File: config.mk
export PLATFORM = sky130hd
export DESIGN_NAME = mx3_rr_arbiter
export DESIGN_NICKNAME = d
export VERILOG_FILES = /design/src/rtl/mx3_rr_arbiter.sv
export SDC_FILE = /design/constraint.sdc
export NUM_CORES = 1
export LEC_CHECK = 0
export BUFFER_PORTS_ARGS = -buffer_cell sky130_fd_sc_hd__buf_4
export CAP_MARGIN = 20
export CELL_PAD_IN_SITES_DETAIL_PLACEMENT = 0
export CELL_PAD_IN_SITES_GLOBAL_PLACEMENT = 1
export CORE_AREA = 2 2 63 65
export CTS_CLUSTER_SIZE = 40
export DETAILED_ROUTE_END_ITERATION = 8
export DIE_AREA = 0 0 65 67
export PLACE_DENSITY = 0.75
export SLEW_MARGIN = 20
export SYNTH_ARGS = -nofsm -noshare
export SYNTH_HDL_FRONTEND = slang
export SYNTH_SLANG_ARGS = --single-unit
File: constraint.sdc
create_clock -name ck -period 1.9 [get_ports ck]
set_input_delay 0.19 -clock ck [delete_from_list [all_inputs] [get_ports ck]]
set_output_delay 0.19 -clock ck [all_outputs]
set_load 0.02 [all_outputs]
File: src/rtl/mx3_rr_arbiter.sv
// Round-robin sequencer sharing one 3:1 mx3 mux column between three requesters.
// Registered selects, settle gap on source change; optional lock input under MX3_ARB_LOCKOUT_EN.
`timescale 1ns/1ps
module mx3_rr_arbiter #(
  parameter int unsigned MAX_BEATS  = 16,
  parameter int unsigned SETTLE_CYC = 1
) (
  input  logic       ck,
  input  logic       rst_n,
  input  logic [2:0] req,
  input  logic [2:0] last,
  input  logic       dst_ready,
`ifdef MX3_ARB_LOCKOUT_EN
  input  logic       lock,
`endif
  output logic [2:0] gnt,
  output logic       cmd0,
  output logic       cmd1,
  output logic       dst_valid,
  output logic       busy
);

  localparam logic [7:0] MAX_B     = 8'(MAX_BEATS);
  localparam logic [1:0] SETTLE_LD = 2'(SETTLE_CYC);

  typedef enum logic [1:0] {
    ST_IDLE   = 2'd0,
    ST_SETTLE = 2'd1,
    ST_GRANT  = 2'd2
  } state_t;

  // Mux select code per requester; 2'b10 is never produced.
  function automatic logic [1:0] sel_code(input logic [1:0] idx);
    case (idx)
      2'd0:    sel_code = 2'b00;
      2'd1:    sel_code = 2'b11;
      2'd2:    sel_code = 2'b01;
      default: sel_code = 2'b00;
    endcase
  endfunction

  function automatic logic [2:0] idx_onehot(input logic [1:0] idx);
    case (idx)
      2'd0:    idx_onehot = 3'b001;
      2'd1:    idx_onehot = 3'b010;
      2'd2:    idx_onehot = 3'b100;
      default: idx_onehot = 3'b000;
    endcase
  endfunction

  function automatic logic [1:0] rr_next(input logic [1:0] idx);
    case (idx)
      2'd0:    rr_next = 2'd1;
      2'd1:    rr_next = 2'd2;
      2'd2:    rr_next = 2'd0;
      default: rr_next = 2'd0;
    endcase
  endfunction

  function automatic logic bit_at(input logic [2:0] vec, input logic [1:0] idx);
    case (idx)
      2'd0:    bit_at = vec[0];
      2'd1:    bit_at = vec[1];
      2'd2:    bit_at = vec[2];
      default: bit_at = 1'b0;
    endcase
  endfunction

  state_t     state_q;
  logic [1:0] ptr_q;
  logic [1:0] win_q;
  logic [1:0] cmd_q;
  logic [2:0] gnt_q;
  logic       busy_q;
  logic [7:0] beat_q;
  logic [1:0] settle_q;

  logic [1:0] cand_a_s;
  logic [1:0] cand_b_s;
  logic [1:0] win_s;
  logic       win_vld_s;
  logic [1:0] win_code_s;
  logic       skip_settle_s;
  logic       arb_en_s;
  logic       xfer_s;
  logic       last_s;
  logic [7:0] beat_nxt_s;
  logic       pkt_end_s;

`ifdef MX3_ARB_LOCKOUT_EN
  assign arb_en_s = ~lock;
`else
  assign arb_en_s = 1'b1;
`endif

  // Round-robin winner search starting just after the last served requester.
  always_comb begin
    cand_a_s  = rr_next(ptr_q);
    cand_b_s  = rr_next(cand_a_s);
    win_s     = ptr_q;
    win_vld_s = 1'b0;
    if (bit_at(req, cand_a_s)) begin
      win_s     = cand_a_s;
      win_vld_s = 1'b1;
    end else if (bit_at(req, cand_b_s)) begin
      win_s     = cand_b_s;
      win_vld_s = 1'b1;
    end else if (bit_at(req, ptr_q)) begin
      win_s     = ptr_q;
      win_vld_s = 1'b1;
    end else begin
      win_s     = ptr_q;
      win_vld_s = 1'b0;
    end
  end

  assign win_code_s    = sel_code(win_s);
  assign skip_settle_s = (win_code_s == cmd_q) || (SETTLE_LD == 2'd0);
  assign xfer_s        = dst_ready & (|(gnt_q & req));
  assign last_s        = |(gnt_q & req & last);
  assign beat_nxt_s    = beat_q + 8'd1;
  assign pkt_end_s     = xfer_s & (last_s | (beat_nxt_s == MAX_B));

  // Arbitration FSM; gnt/cmd/busy are registered here.
  always_ff @(posedge ck or negedge rst_n) begin
    if (!rst_n) begin
      state_q  <= ST_IDLE;
      ptr_q    <= 2'd0;
      win_q    <= 2'd0;
      cmd_q    <= 2'b00;
      gnt_q    <= 3'b000;
      busy_q   <= 1'b0;
      beat_q   <= 8'd0;
      settle_q <= 2'd0;
    end else begin
      case (state_q)
        ST_IDLE: begin
          if (arb_en_s && win_vld_s) begin
            win_q    <= win_s;
            cmd_q    <= win_code_s;
            busy_q   <= 1'b1;
            settle_q <= skip_settle_s ? 2'd0 : SETTLE_LD;
            state_q  <= ST_SETTLE;
          end
        end
        ST_SETTLE: begin
          if (settle_q == 2'd0) begin
            gnt_q   <= idx_onehot(win_q);
            state_q <= ST_GRANT;
          end else begin
            settle_q <= settle_q - 2'd1;
          end
        end
        ST_GRANT: begin
          // Grant is held while the owner is idle; only a completed packet releases it.
          if (pkt_end_s) begin
            gnt_q   <= 3'b000;
            busy_q  <= 1'b0;
            ptr_q   <= win_q;
            beat_q  <= 8'd0;
            state_q <= ST_IDLE;
          end else if (xfer_s) begin
            beat_q <= beat_nxt_s;
          end
        end
        default: begin
          gnt_q   <= 3'b000;
          busy_q  <= 1'b0;
          beat_q  <= 8'd0;
          state_q <= ST_IDLE;
        end
      endcase
    end
  end

  assign gnt       = gnt_q;
  assign cmd0      = cmd_q[0];
  assign cmd1      = cmd_q[1];
  assign busy      = busy_q;
  assign dst_valid = |(gnt_q & req);

endmodule

======== Yosys cells after proc, flatten, opt, wreduce, memory -nomap -nowiden ========
Cells that the tools add are included.
Widths: inputs -> output; s select.
cells by class
  eq/ne operators ......................... 19
  shift operators ......................... 0
  $lt $le $gt $ge ......................... 0
  mux-type cells .......................... 32
  bitwise logic cells ..................... 8
  add/sub/neg operators ................... 2
  divide/modulo/power cells ............... 0
  reductions and logical operators ........ 17
  multiply operators ...................... 0
operators with widths
  kind                 count
  $pmux 3 s3           2
  $mux 8               2
  $pmux 2 s2           4
  $pmux 8 s2           1
  $mux 2               7
  $eq 2x1->1 const B   6
  $eq 2x2->1 const B   6
  $logic_not 2->1      6
  $pmux 1 s3           4
  $reduce_and 3->1     4
  $mux 1               9
  $add 8x1->8 const B  1
  $eq 8x5->1 const B   1
  $ne 2x2->1 const B   4
  $and 3x3->3          2
  $mux 3               2
  $pmux 2 s3           1
  $reduce_and 2->1     3
  $reduce_or 3->1      2
  $ne 3x3->1 const B   1
  $not 1->1            3
  $and 1x1->1          2
  $eq 2x2->1           1
  $reduce_bool 2->1    1
  other kinds (3)      3
word-level totals
  memory bits (writable) .................. 0
  memory bits (read-only) ................. 0
  register bits ........................... 22
  latch bits .............................. 0
  word-level logic and storage cells ...... 86
  output and inout bits ................... 7
  memories kept ........................... 0

======== Depth between registers and ports, before layout ========
Gate-level depths: netlist (run 1).
  depth in word-level cells ............... 15
  gate-level depth with buffers ........... 8
  gate-level depth less buffers ........... 8

======== Worst setup path before layout (run 1) ========
Ideal clock, no wire load.
  path kind ............................... flip-flop to flip-flop
  start point ............................. reg gnt_q[0], in the netlist gnt[0]
  end point ............................... reg ptr_q[0]
  period minus slack after synthesis ...... 1.742 ns
  data required time ...................... 1.775 ns
  setup slack ............................. 0.158 ns
  data arrival time ....................... 1.618 ns
  cell stages (with the launch flop) ...... 5
  path buffers ............................ 0
  cell sequence ........................... dfrtp_1 a222oi_1 nor2_1 nand2_1 mux2_2
on the way
  cells in the longest elaborated chain, start to end .. 6
RTL lines
  item                          line      RTL
  start, declared               73        logic [2:0] gnt_q;
  start signal, assigned        148       gnt_q <= idx_onehot(win_q);
  $and 3x3->3 *                 119, 120
  $and 3x3->3                   120       assign last_s = |(gnt_q & req & last);
  $reduce_or 3->1               120
  $or 1x1->1                    122       assign pkt_end_s = xfer_s & (last_s | (beat_nxt_s == MAX_B));
  $and 1x1->1 *                 122
  $reduce_and 2->1 (no line) *  --
  end signal, assigned          159       ptr_q <= win_q;
  end, declared                 70        logic [1:0] ptr_q;
Every way passes the cells marked *; elsewhere a longest branch is shown, timed or not.
A chain may end at the register's enable or synchronous reset.

======== Worst setup path in the final report (run 1) ========
  start point ............................. reg beat_q[0]
  end point ............................... reg beat_q[3]
on the way
  cells in the longest elaborated chain, start to end .. 6
RTL lines
  item                                            line  RTL
  start, declared                                 75    logic [7:0] beat_q;
  start signal, assigned                          163   beat_q <= beat_nxt_s;
  $add 8x1->8 *                                   121   assign beat_nxt_s = beat_q + 8'd1;
  $eq 8x5->1                                      122
  $or 1x1->1                                      122
  $and 1x1->1                                     122
  $mux 8 or $ne 3x3->1 (tied branches)            --
  $pmux 8 s2 or $reduce_and 2->1 (tied branches)  --
Every way passes the cells marked *; elsewhere a longest branch is shown, timed or not. The select of a mux whose other input is x is not followed.

==> results.txt, run 1 <==
----------------------------------------------------
[Run status]
  Outcome ... finished clean

[Worst setup path]
  Arrival @ worst endpoint ... 1930 ps
  Reg2Reg Depth ... 5
  Crit end category ... flip-flop
  Maximum fanout count along the critical path ... 6
  Max stage delay on crit path ... 430 ps
  Critical path launch point type ... flip-flop
  Critical path, cell by cell ... ha_1, nand3_1, o21ai_1, nor3_2, a221o_1
  Count of buffer and inverter cells on the critical path ... 0
  Highest-delay cell along the critical path ... sky130_fd_sc_hd__dfrtp_1
  Critical path's top delay family ... compound AO/OA/AOI/OAI gates
  Critical Path RT ... 2050 ps
  Worst setup path class ... flip-flop to flip-flop
  Critical path depth ... 5

[CTS]
  Clock-pin slew reported for the worst setup and hold paths after clock tree synthesis ... 90 ps
  Clock network latency to the later pin of the worst-skew pair ... 270 ps
  Max H-tree Level ... 1
  CTS tree ... built
  # Post-CTS Setup Buffers ... 0
  Max clock buf depth ... 2
  Number of buffers inserted during clock tree synthesis ... 3
  Clock sinks ... 22
  Cell at the root of the clock tree ... sky130_fd_sc_hd__clkbuf_8

[Final layout]
  Post-layout instance area ... 1510 µm²
  Final core utilization ... 41.9%
  Number of nets in the layout ... 166
  # fillers ... 363
  Number of antenna repair diodes ... 0
  Area Overhead vs Synth ... 21.4%
  Multi-input combinational cell area ... 654 µm²
  Number of standard cells in the layout, taps in and fillers out ... 201
  Sequential Area ... 551 µm²
  Share of cells above drive strength 1 ... 19.6%

[Placement]
  IO buf count ... 15
  Pre-CTS WS ... 173 ps
  Placer's final routability congestion estimate ... 0.798
  Detail Placement HPWL ... 2090 µm
  Cell total after placement ... 196
  Placed cell area ... 1430 µm²

[STA]
  Actual slew at the worst max-slew pin ... 406 ps
  Final worst hold slack ... 297 ps
  Max-slew violation total from the final report ... 0
  Upper clock frequency limit ... 0.562 GHz
  Slack of the critical path ... 121 ps
  Setup violations, final ... 0
  Period Utilization, post-route ... 93.6%
  Final critical path time including I/O delays and setup ... 1780 ps
  Number of failing hold endpoints at the final stage ... 0
  Worst Clk Skew ... 2.14 ps
  Max-Slew Margin vs Limit ... 72.8%

[Floorplanning]
  Core area ... 3610 µm²
  Initial cell density of the core ... 34.5%
  Row count ... 22
  Floorplan die width ... 65 µm
  I/O Pins ... 16
  Die Span Y ... 67 µm
  Area of the die ... 4360 µm²

[Power and ir drop]
  Power density over the cells ... 1520 nW/µm²
  Maximum ir drop on the vdd rail ... 0.813 mV
  Static leakage power ... 0.644 nW

[Drt]
  Post-DRT Antenna Nets ... 0
  Remaining DRCs ... 0
  First-pass detailed-route iteration total ... 5
  Iteration-0 DRC count of the detailed router ... 63
  Average vias per placed instance ... 5.27
  Total wire length ... 2780 µm
  Post-detailed-route wirelength per cell ... 13.8 µm
  Number of vias after detailed routing ... 1060

[GRT]
  Number of antenna violations at the first check in global routing ... 0
  GRT overflow ... 0
  Largest net degree at the start of global routing ... 23
  Number of global-route vias before repair ... 1084
  Global-route wire length before repair ... 5080 µm
  Gr usage total ... 15.1%

[Synth]
  Net count of the mapped netlist ... 145
  Top FF cell, synth ... sky130_fd_sc_hd__dfrtp_1
  Yosys warning count ... 0
  Biggest area consumer among synthesized cells ... sky130_fd_sc_hd__dfrtp_1
  Synthesized area per cell ... 9.36 µm²
  Fraction of registers with async set or reset after synthesis ... 100%
  Part of the Yosys area used for sequential elements ... 44.2%
  Synthesis-stage register bit count ... 22
  Leading cell types by count after synthesis ... sky130_fd_sc_hd__dfrtp_1 (22), sky130_fd_sc_hd__nand2_1 (13), sky130_fd_sc_hd__inv_1 (10), sky130_fd_sc_hd__nand3_1 (9), sky130_fd_sc_hd__o21ai_0 (9)
  Yosys top cell area share ... 44.2%
  Mapped Area ... 1240 µm²
  Number of distinct standard cells referenced by the synthesized netlist ... 39
  Ranking of synthesized cells by area ... sky130_fd_sc_hd__dfrtp_1 (44%), sky130_fd_sc_hd__nand2_1 (3.9%), sky130_fd_sc_hd__nand3_1 (3.6%)
  Count leader, synth ... sky130_fd_sc_hd__dfrtp_1
  Post-synth EDFFs ... 0
  Mapped Cells ... 133

[Flow run]
  Max Cap Violations ... 0

[Min path]
  Type of the most critical hold path ... primary input to flip-flop
  Hold Crit Depth ... 3

----------------------------------------------------
[placed cells by master, fill, tap and decap left out, types with 2 or more instances in the layout]
master and n:
sky130_fd_sc_hd__dfrtp_1 22, sky130_fd_sc_hd__nand2_1 13, sky130_fd_sc_hd__o211ai_1 2, sky130_fd_sc_hd__ha_1 3, sky130_fd_sc_hd__mux2_2 4, sky130_fd_sc_hd__a211o_1 2, sky130_fd_sc_hd__clkbuf_8 3, sky130_fd_sc_hd__xor2_1 2
sky130_fd_sc_hd__and2_1 3, sky130_fd_sc_hd__nor4_1 2, sky130_fd_sc_hd__nand3_1 9, sky130_fd_sc_hd__o2bb2ai_1 3, sky130_fd_sc_hd__o22ai_1 2, sky130_fd_sc_hd__o21ai_0 9, sky130_fd_sc_hd__buf_4 17, sky130_fd_sc_hd__o31a_1 2
sky130_fd_sc_hd__a22oi_1 2, sky130_fd_sc_hd__a221o_1 2, sky130_fd_sc_hd__inv_1 10, sky130_fd_sc_hd__o31ai_1 2, sky130_fd_sc_hd__nor3b_1 2, sky130_fd_sc_hd__a21oi_1 7, sky130_fd_sc_hd__nor3_1 4, sky130_fd_sc_hd__nor2_1 7
[path summary, 6_finish.rpt]
path | start | end | slack, ps
max reg2reg | beat_q[0]$_DFFE_PN0P_ | beat_q[3]$_DFFE_PN0P_ | 120
min | req[0] | win_q[1]$_DFFE_PN0P_ | 300
max in group asynchronous | rst_n | ptr_q[1]$_DFFE_PN0P_ | 1330
min in group asynchronous | rst_n | busy$_DFFE_PN0P_ | 340
max | beat_q[0]$_DFFE_PN0P_ | beat_q[3]$_DFFE_PN0P_ | 120
min reg2reg | cmd_q[0]$_DFFE_PN0P_ | cmd_q[0]$_DFFE_PN0P_ | 540
[cell families (layout without fill, tap and decap cells)]
family                     after synthesis  after routing  synth area share, %
and+or+nand+nor                         48             48                 19.7
AOI/OAI and AO/OA                       41             41                 23.7
DFF                                     22             22                 44.2
buffers and inverters                   12             32                 3.62
muxes                                    4              4                 3.62
adders and majority gates                3              3                 3.02
xor gates and xnor gates                 3              3                 2.11
[power by group]
part | switching (W) | total [W] | internal [W]
logic | 0.000546 | 0.00101 | 0.000466
clock network | 0.000164 | 0.000446 | 0.000282
registers | 0.000200 | 0.000833 | 0.000633
total | 0.000910 | 0.00229 | 0.00138
[what timing repair did]
item,CTS,global route
resized for setup,0,1
hold buffers,1,0
hold endpoints to repair,22,0
endpoints found under the setup margin,0,3
[final cells by class]
class | instances | share of cell area, %
well taps | 48 | 3.97
flip-flops and latches | 22 | 36.4
inverters | 10 | 2.48
repair buffers | 18 | 9.11
clock buffers | 3 | 2.73
multi-input cells | 99 | 43.3
clock inverters | 1 | 1.99
[metrics by stage]
step	total power (W)	TNS, ps
global placement	0.00183	0
global route	0.00249	-9.42
detailed placement	0.00185	0
CTS	0.00231	0
finish	0.00229	0
floorplan	0.00151	0
[flip-flops by register name, summed over array words and instances (netlist names)]
signal,cells
beat_q,8
gnt,3
cmd_q,2
ptr_q,2
settle_q,2
state_q,2
win_q,2
busy,1
[routing by layer]
metal	vias to the layer above	wire [µm]	part of all wire, %	GRT usage (%)
met5	-	0	0	0
met4	0	11	0.40	3.46
met3	2	58	2.1	3.89
met2	10	1430	51	26.3
met1	516	1290	46	18.7
li1	532	-	-	-
[worst reg2reg max path: cells and delay by family (launching register included)]
kind | cells | cell delay (ps)
adder cells (fa/ha/maj) | 1 | 270
flip-flops | 1 | 430
AND/OR/NAND/NOR | 2 | 260
AO/OA/AOI/OAI | 2 | 710
Power figures use the tool's default switching activity.
==> inputs of run 2 (changes only) <==
--- a/config.mk
+++ b/config.mk
@@ -7,14 +7,13 @@
 export LEC_CHECK = 0
 export BUFFER_PORTS_ARGS = -buffer_cell sky130_fd_sc_hd__buf_4
 export CAP_MARGIN = 20
-export CELL_PAD_IN_SITES_DETAIL_PLACEMENT = 0
-export CELL_PAD_IN_SITES_GLOBAL_PLACEMENT = 1
 export CORE_AREA = 2 2 63 65
 export CTS_CLUSTER_SIZE = 40
 export DETAILED_ROUTE_END_ITERATION = 8
 export DIE_AREA = 0 0 65 67
-export PLACE_DENSITY = 0.75
+export PLACE_DENSITY = 0.63
 export SLEW_MARGIN = 20
 export SYNTH_ARGS = -nofsm -noshare
 export SYNTH_HDL_FRONTEND = slang
 export SYNTH_SLANG_ARGS = --single-unit
+export TNS_END_PERCENT = 5
==> results.txt, run 2 (synthesis results as in run 1) <==
----------------------------------------------------
[STA]
  Slack of the critical path ... 140 ps (+19.2 ps)
  Actual slew at the worst max-slew pin ... 442 ps (+36.3 ps)
  Worst Clk Skew ... 4.44 ps (+2.30 ps)
  Max-slew violation total from the final report ... 0 (unchanged)
  Upper clock frequency limit ... 0.568 GHz (+1.1%)
  Max-Slew Margin vs Limit ... 70.3% (-2.5 points)
  Number of failing hold endpoints at the final stage ... 0 (unchanged)
  Total negative slack for setup checks ... 0 ps (unchanged)
  Period Utilization, post-route ... 92.6% (-1.0 points)
  Final critical path time including I/O delays and setup ... 1760 ps (-19.2 ps)
  Setup violations, final ... 0 (unchanged)
  Unrepaired setup endpoints after global routing ... no

[Run status]
  Outcome ... finished clean

[Worst setup path]
  Crit end category ... flip-flop
  Reg-to-Reg Start ... ptr_q[1]$_DFFE_PN0P_
  Arrival @ worst endpoint ... 1950 ps (+20 ps)
  Critical register-to-register path endpoint ... settle_q[0]$_DFFE_PN0P_
  Register-to-Register Setup Slack ... 140 ps (+20 ps)
  Maximum fanout count along the critical path ... 4 (-2)
  Worst setup path class ... flip-flop to flip-flop
  Critical Path RT ... 2090 ps (+40 ps)
  Critical path launch point type ... flip-flop
  Reg2Reg Depth ... 7 (+2)

[Final layout]
  Number of nets in the layout ... 167 (+0.60%)
  Area Overhead vs Synth ... 21.9%
  Leading cell types in the layout, fill and taps excluded ... sky130_fd_sc_hd__dfrtp_1 (22), sky130_fd_sc_hd__buf_4 (18), sky130_fd_sc_hd__nand2_1 (13), sky130_fd_sc_hd__inv_1 (10)
  Share of cells above drive strength 1 ... 20.1% (+0.52 points)
  Flip-flop count of the largest register, all copies and words added ... 8 (unchanged)
  # fillers ... 362 (-0.28%)
  Number of antenna repair diodes ... 0 (unchanged)
  Post-layout instance area ... 1520 µm² (+0.41%)
  Register ranked first by flip-flop count ... beat_q
  Final core utilization ... 42.1% (+0.17 points)
  Most common cell after layout, fill and taps aside ... sky130_fd_sc_hd__dfrtp_1

[Floorplanning]
  Floorplan die width ... 65 µm (unchanged)
  Core area ... 3610 µm² (unchanged)
  Initial cell density of the core ... 34.5% (unchanged)
  I/O Pins ... 16 (unchanged)
  Row count ... 22 (unchanged)
  Area of the die ... 4360 µm² (unchanged)
  Die Span Y ... 67 µm (unchanged)

[Placement]
  Pre-CTS WS ... 147 ps (-25.3 ps)
  Detail Placement HPWL ... 2200 µm (+5.2%)
  IO buf count ... 15 (unchanged)
  Placer's final routability congestion estimate ... 0.795 (-0.29%)
  Placed cell area ... 1430 µm² (+0.53%)

[Drt]
  Highest metal layer with signal wires ... met4
  Post-detailed-route wirelength per cell ... 14.3 µm (+3.2%)
  Met1 WL ... 1230 µm (-4.3%)
  Total wire length ... 2890 µm (+3.7%)
  Post-DRT Antenna Nets ... 0 (unchanged)
  Average vias per placed instance ... 5.48 (+3.9%)
  Iteration-0 DRC count of the detailed router ... 65 (+3.2%)
  First-pass detailed-route iteration total ... 4 (-1)
  Detailed-routed wire length on met2 ... 1530 µm (+7.2%)
  DR WL met3 ... 112 µm (+93%)
  Remaining DRCs ... 0 (unchanged)
  Number of vias after detailed routing ... 1107 (+4.4%)

[Min path]
  Hold path endpoint ... win_q[1]$_DFFE_PN0P_
  Type of the most critical hold path ... primary input to flip-flop
  Hold Crit Depth ... 3 (unchanged)
  Start point of the worst min-delay path ... req[0]

[CTS]
  Clock sinks ... 22 (unchanged)
  # Post-CTS Setup Buffers ... 0 (unchanged)
  Max H-tree Level ... 1 (unchanged)
  CTS tree ... built
  Clock network latency to the later pin of the worst-skew pair ... 270 ps (about the same)
  Cell at the root of the clock tree ... sky130_fd_sc_hd__clkbuf_8
  Max clock buf depth ... 2 (unchanged)
  Number of buffers inserted during clock tree synthesis ... 3 (unchanged)
  Clock-pin slew reported for the worst setup and hold paths after clock tree synthesis ... 90 ps (about the same)

[Power and ir drop]
  Maximum ir drop on the vdd rail ... 0.751 mV (-7.5%)
  Power density over the cells ... 1510 nW/µm² (-0.66%)
  Static leakage power ... 0.650 nW (+0.85%)

[GRT]
  Global-route wire length before repair ... 4620 µm (-9.1%)
  Number of global-route vias before repair ... 1038 (-4.2%)
  Number of antenna violations at the first check in global routing ... 0 (unchanged)
  Gr usage total ... 13.9% (-1.2 points)
  GRT overflow ... 0 (unchanged)
  Largest net degree at the start of global routing ... 23 (unchanged)

[Flow run]
  Max Cap Violations ... 0 (unchanged)

----------------------------------------------------
-- run 2: cell types whose count changed in the layout (fill, tap and decap cells not counted), sizes merged --
cell / change
buf: +1
-- run 2: metrics by stage --
stage | instances | power [W] | hold slack, ps
floorplan | 133 | 0.00151 | -106
global placement | 197 | 0.00182 | 94.9
detailed placement | 197 | 0.00185 | 98.4
CTS | 202 | 0.00230 | 314
global route | 202 | 0.00246 | 348
finish | 202 | 0.00228 | 318
-- run 2: repair_timing --
| action | in CTS | in global routing |
|---|---|---|
| setup endpoints to repair | 0 | 2 |
| endpoints found under the hold margin | 22 | 0 |
| resized for setup | 0 | 1 |
| hold buffers | 1 | 0 |
-- run 2: power by group --
group | leakage, nW | internal (W) | switching (W)
Combinational | 0.334 | 0.000467 | 0.000546
Sequential | 0.280 | 0.000633 | 0.000194
Clock | 0.0357 | 0.000282 | 0.000164
Total | 0.650 | 0.00138 | 0.000903
-- run 2: layout make-up --
class	count	area [µm²]	share of cell area, %
clock inverter	1	30.0	1.98
sequential	22	551	36.3
multi-input combinational	99	653	43.0
tap	48	60.1	3.96
inverter	10	37.5	2.47
clock buffer	3	41.3	2.72
timing repair buffer	19	145	9.56
-- run 2: worst max path at each step --
stage	start	to	slack (ps)
floorplan	gnt[0]$_DFFE_PN0P_	ptr_q[0]$_DFFE_PN0P_	160
global placement	ptr_q[1]$_DFFE_PN0P_	settle_q[0]$_DFFE_PN0P_	170
detailed placement	ptr_q[1]$_DFFE_PN0P_	settle_q[0]$_DFFE_PN0P_	150
CTS	beat_q[0]$_DFFE_PN0P_	beat_q[4]$_DFFE_PN0P_	100
global route	ptr_q[1]$_DFFE_PN0P_	settle_q[0]$_DFFE_PN0P_	3
finish	ptr_q[1]$_DFFE_PN0P_	settle_q[0]$_DFFE_PN0P_	140
-- run 2: routing by layer --
metal  vias to the layer above  global-route usage [%]
met1                       536                    16.0
met5                         -                       0
li1                        538                       -
met3                         3                    3.72
met2                        30                    26.3
met4                         0                    1.86
-- run 2: worst max-delay path, cell delays in order (launching register included) --
cell and delay (ps):
sky130_fd_sc_hd__dfrtp_1 400, sky130_fd_sc_hd__inv_1 90, sky130_fd_sc_hd__o31a_1 320, sky130_fd_sc_hd__ha_1 320, sky130_fd_sc_hd__xnor2_1 160, sky130_fd_sc_hd__nor3_1 60
sky130_fd_sc_hd__a211o_1 260, sky130_fd_sc_hd__o21ai_0 70
